===== config.mk =====
export PLATFORM = sky130hd
export DESIGN_NAME = fetch_stage
export DESIGN_NICKNAME = d
export VERILOG_FILES = /design/src/rtl/rv_core_pkg.sv /design/src/rtl/fetch_stage_if_id_reg.sv /design/src/rtl/fetch_stage.sv
export SDC_FILE = /design/constraint.sdc
export NUM_CORES = 1
export LEC_CHECK = 0
export CAP_MARGIN = 20
export CORE_MARGIN = 2
export CORE_UTILIZATION = 42
export DETAILED_ROUTE_END_ITERATION = 12
export MAX_ROUTING_LAYER = met4
export PLACE_DENSITY = 0.8
export SLEW_MARGIN = 5
export SYNTH_ARGS = -nofsm -noshare
export SYNTH_HDL_FRONTEND = slang
export SYNTH_SLANG_ARGS = --single-unit

===== constraint.sdc =====
create_clock -name clk -period 1.99 [get_ports clk]
set_input_delay 0.2985 -clock clk [delete_from_list [all_inputs] [get_ports clk]]
set_output_delay 0.2985 -clock clk [all_outputs]
set_load 0.03 [all_outputs]

===== src/rtl/rv_core_pkg.sv =====
// Shared core types: data width, bubble encoding, fetch FSM states and the
// IF/ID pipeline record.
package rv_core_pkg;

    localparam int XLEN = 32;
    localparam logic [XLEN-1:0] NOP_INSTR = 32'h0000_0013;

    typedef enum logic [1:0] {
        FILL  = 2'd0,
        RUN   = 2'd1,
        FAULT = 2'd2
    } fetch_state_t;

    typedef struct packed {
        logic            valid;
        logic [XLEN-1:0] pc;
        logic [XLEN-1:0] instr;
        logic [XLEN-1:0] pc_plus4;
    } if_id_t;

endpackage


===== src/rtl/fetch_stage_if_id_reg.sv =====
// Generic pipeline register for an if_id_t record with load, flush and hold.
// Flush inserts a bubble but keeps the pc fields for debug visibility.
module if_id_reg
    import rv_core_pkg::*;
#(
    parameter logic [XLEN-1:0] BUBBLE = NOP_INSTR
) (
    input  logic   clk,
    input  logic   reset,
    input  logic   load,
    input  logic   flush,
    input  if_id_t d,
    output if_id_t q
);

    always_ff @(posedge clk) begin
        // NOTE: registers use <= so every flop samples pre-edge values,
        // independent of statement order within or across blocks.
        if (reset) begin
            q.valid    <= 1'b0;
            q.pc       <= '0;
            q.instr    <= BUBBLE;
            q.pc_plus4 <= '0;
        end else if (flush) begin
            q.valid <= 1'b0;
            q.instr <= BUBBLE;
        end else if (load) begin
            q <= d;
        end
    end

endmodule


===== src/rtl/fetch_stage.sv =====
// Instruction-fetch stage: owns the PC, drives the combinational imem read
// and fills the IF/ID register, with stall, redirect/flush and sticky fault.
module fetch_stage #(
    parameter logic [31:0] RESET_PC  = 32'h0000_0000,
    parameter int unsigned MEM_BYTES = 32,
    parameter logic [31:0] NOP_INSTR = rv_core_pkg::NOP_INSTR
) (
    input  logic        clk,
    input  logic        reset,
    input  logic        stall,
    input  logic        redirect_valid,
    input  logic [31:0] redirect_target,
    output logic [31:0] imem_addr,
    input  logic [31:0] imem_instr,
    output logic        id_valid,
    output logic [31:0] id_pc,
    output logic [31:0] id_instr,
    output logic [31:0] id_pc_plus4,
    output logic        fetch_fault
);

    import rv_core_pkg::*;

    // Highest word-aligned address that still fits a full 32-bit fetch.
    localparam logic [XLEN-1:0] PC_LAST = MEM_BYTES - 32'd4;

    fetch_state_t    state, state_next;
    logic [XLEN-1:0] pc, pc_next, pc_plus4;
    logic            load, flush, pc_illegal;
    if_id_t          fetch_word, id_q;

    assign pc_plus4   = pc + 32'd4;
    assign pc_illegal = (pc[1:0] != 2'b00) || (pc > PC_LAST);
    assign fetch_word = '{valid: 1'b1, pc: pc, instr: imem_instr, pc_plus4: pc_plus4};

    always_comb begin
        // NOTE: every output gets a default first so no path leaves one
        // unassigned, which would otherwise infer a latch.
        state_next = state;
        pc_next    = pc;
        load       = 1'b0;
        flush      = 1'b0;
        unique case (state)
            FILL: state_next = RUN;
            RUN: begin
                if (redirect_valid) begin
                    pc_next = redirect_target;
                    flush   = 1'b1;
                end else if (!stall) begin
                    if (pc_illegal) begin
                        state_next = FAULT;
                        flush      = 1'b1;
                    end else begin
                        load    = 1'b1;
                        pc_next = pc_plus4;
                    end
                end
            end
            FAULT: ;
            default: state_next = FILL;
        endcase
    end

    always_ff @(posedge clk) begin
        if (reset) begin
            state <= FILL;
            pc    <= RESET_PC;
        end else begin
            state <= state_next;
            pc    <= pc_next;
        end
    end

    if_id_reg #(
        .BUBBLE(NOP_INSTR)
    ) u_if_id (
        .clk  (clk),
        .reset(reset),
        .load (load),
        .flush(flush),
        .d    (fetch_word),
        .q    (id_q)
    );

    // FAULT is only left through reset, so the state itself is the sticky flag.
    assign fetch_fault = (state == FAULT);
    assign imem_addr   = pc;
    assign id_valid    = id_q.valid;
    assign id_pc       = id_q.pc;
    assign id_instr    = id_q.instr;
    assign id_pc_plus4 = id_q.pc_plus4;

endmodule


==> summary.txt <==
Run status
  – Outcome: completed

Detailed routing
  – Vias: 4122
  – Vias per Instance: 4.95
  – Number of remaining DRC errors: 0
  – Starting DRT DRC Count: 167
  – Drt pass-1 iters: 5
  – Drt wl/cell: 15.4 microns
  – DRT Wirelength: 12800 microns
  – Routed Antenna Nets: 0

Logic synthesis
  – Register area share after synthesis: 56.0%
  – Distinct cells, synth: 48
  – Synth Flop Type: dfxtp_1
  – Post-Syn Nets: 525
  – Synth warnings: 0
  – Ys async rst share: 0%
  – Yosys reg bits: 129
  – Mean Syn Cell Area: 10.1 sq um
  – Mapped cell area: 4610 sq um
  – Syn Inst Count: 456
  – Post-synth EDFFs: 0

Placed design
  – Detailed placement HPWL: 9080 microns
  – GPL Wtd Cong: 0.882
  – Placed cell area: 6910 sq um
  – Port Buffer Count: 197

Global routing
  – GRT overflow: 0
  – Largest net degree at the start of global routing: 46
  – First-pass GRT wire length: 19500 microns
  – Initial antenna violation count: 0
  – Vias in the first global route: 3934
  – Overall Global Routing Usage: 21.9%

CTS
  – Total CTS buffers: 17
  – Clk Latency, worst-skew pair: 510 ps
  – CTS root buffer: clkbuf_8
  – Maximum level of the CTS H-tree: 4
  – Register clock-pin slew on the reported worst setup and hold paths: 60 ps
  – CTS tree: built
  – Clk buf depth: 2
  – Post-cts hold buffer count: 0
  – CTS sink count: 129

Pwr
  – Power Total: 6.36 mW
  – Sequential share of power: 42.1%
  – Cell Pwr Density: 842 nW/um^2
  – VDD IR-drop max: 590 uV
  – Switching part of the total: 26.1%
  – Total internal power: 4.70 mW
  – Clk network pwr share: 45.7%
  – Comb pwr share: 12.3%
  – Lkg Pwr: 2.91 nW
  – Total net switching power: 1.66 mW

Critical path
  – CP Data Required Time: 2400 ps
  – Crit path launch type: flip-flop
  – Setup crit end kind: flip-flop
  – Arrival time worst endpoint: 2350 ps
  – Critical path class: reg2reg
  – Max FO, Critical Path: 16

STA
  – Clock Skew: 6.26 ps
  – Worst slew pin tran: 386 ps
  – RSZ-0062 raised after global routing: true
  – Top achievable clock speed: 514 MHz
  – Max-slew violation count: 0
  – Fin. Hold Viols: 0
  – Worst hold slack: 165 ps
  – Slew margin rel.: 74.1%
  – Setup violations, final: 0
  – Setup TNS: 0 ps
  – Final period util: 97.8%
  – Fin crit period: 1950 ps

Finish
  – Antenna fix cells: 0
  – Share of cells above drive strength 1: 13.7%
  – Final core utilization: 70.0%
  – Fill cells: 792
  – Design area: 7550 sq um
  – Final nets: 749
  – Layout area overhead: 63.8%

Job
  – # Max-Cap Violations: 0

Die
  – Die H: 109 microns
  – Core area: 10800 sq um
  – Ports: 198
  – Floorplan row count: 38
  – Die Area: 11800 sq um
  – Starting Density: 42.7%
  – Die Wd: 109 microns

Hold path
  – HP Class: in2reg
worst paths after layout:
check,startpoint,endpoint,slack (ps),depth (start not counted)
worst max-delay path,imem_addr[23],u_if_id.q[54],40,7
worst max register to register,imem_addr[23],u_if_id.q[54],40,7
worst min-delay path,reset,state[1],160,2
worst min register to register,state[1],state[0],440,1
cells in the mapped netlist (2+ instances only):
library cell	number	area [sq um]
o211ai_1	2	15.0
o31ai_1	3	22.5
and2_1	56	350
nor4_2	6	75.1
clkbuf_2	4	20.0
buf_8	2	30.0
o21ai_0	2	10.0
a22oi_1	6	45.0
buf_2	3	15.0
buf_4	4	30.0
nand2b_1	3	18.8
a21oi_1	25	125
xor2_1	2	17.5
a211o_1	3	26.3
nand4_2	2	25.0
a211oi_2	2	25.0
inv_1	2	7.51
nand4_1	2	12.5
o41ai_1	4	35.0
nand3_1	20	100
nand2_1	40	150
mux2i_1	35	350
dfxtp_1	129	2580
buf_12	2	40.0
nor2b_1	5	31.3
nor2_1	51	191
nor3_1	3	15.0
clkbuf_1	18	67.6
area by class of cell:
| cell class | instances | area (sq um) | area share (%) |
|---|---|---|---|
| Inverter | 2 | 7.51 | 0.0994 |
| Multi-Input combinational cell | 291 | 1860 | 24.6 |
| Tap cell | 140 | 175 | 2.32 |
| Clock inverter | 15 | 149 | 1.97 |
| Sequential cell | 129 | 2580 | 34.2 |
| Timing Repair Buffer | 239 | 2360 | 31.3 |
| Clock buffer | 17 | 414 | 5.48 |
flip-flops by register name, summed over array words and instances, names as in the netlist:
signal     count
state          2
u_if_id.q     95
imem_addr     32
power groups by stage:
| stage | sequential [mW] | combinational, mW | clock [mW] |
|---|---|---|---|
| after floorplan | 2.81 | 0.280 | 0 |
| after detailed placement | 2.73 | 0.749 | 0 |
| after global routing | 2.68 | 0.829 | 3.08 |
| after CTS | 2.67 | 0.763 | 2.97 |
| after global placement | 2.73 | 0.736 | 0 |
| final | 2.68 | 0.780 | 2.90 |
worst max-delay path, stage by stage, from the launching register on:
cell     delay (ps)
dfxtp_1         320
nor4_2          330
nand4_2         190
nor4_4          340
buf_12          210
buf_4           150
mux2i_2         230
nor2_1           60
what timing repair did:
action | 4_1_cts | 5_1_grt
gates resized for setup | 13 | 14
endpoints found under the hold margin | 0 | 0
pin swaps | 1 | 1
setup buffers | 0 | 3
endpoints found under the setup margin | 11 | 22
routing by layer:
layer	vias to the layer above	share of wire [%]	track usage [%]
met5	-	0	-
met4	0	1.7	8.52
met3	20	7.7	6.10
met2	167	49	34.9
met1	1941	42	26.5
li1	1994	-	-
placed cells by master (no fill, tap or decap), types with 3 or more instances in the layout:
master	netlist	routed
clkdlybuf4s50_1	0	181
dfxtp_1	129	129
and2_1	56	56
nor2_1	51	51
nand2_1	40	40
buf_4	4	33
mux2i_1	35	32
a21oi_1	25	24
nand3_1	20	20
clkbuf_16	0	16
dlygate4sd2_1	0	9
inv_6	0	7
nor4_2	6	6
a22oi_1	6	6
dlymetal6s2s_1	0	6
nor2b_1	5	5
clkinvlp_4	0	5
buf_12	2	5
o41ai_1	4	4
buf_6	1	4
nor3_1	3	3
nand2b_1	3	3
mux2i_2	0	3
o31ai_1	3	3
a211o_1	3	3
cells by family (layout without fill, tap and decap cells):
logic type	count (synthesis)	count (layout)	share of synthesized area, %
AO/OA/AOI/OAI	55	55	8.06
XOR/XNOR	3	3	0.570
adder cells (fa/ha/maj)	1	1	0.271
buffers and inverters	36	273	4.80
flip-flops	129	129	56.0
multiplexers	36	36	7.84
AND/OR/NAND/NOR	196	196	22.4
per-stage QoR:
stage | instances | setup slack [ps]
6_report | 833 | 44.1
4_1_cts | 830 | 0.966
5_1_grt | 833 | -24.0
3_3_place_gp | 798 | 70.1
2_1_floorplan | 456 | 58.7
3_5_place_dp | 798 | 3.84
No activity file was read; power rests on OpenSTA's default activity.
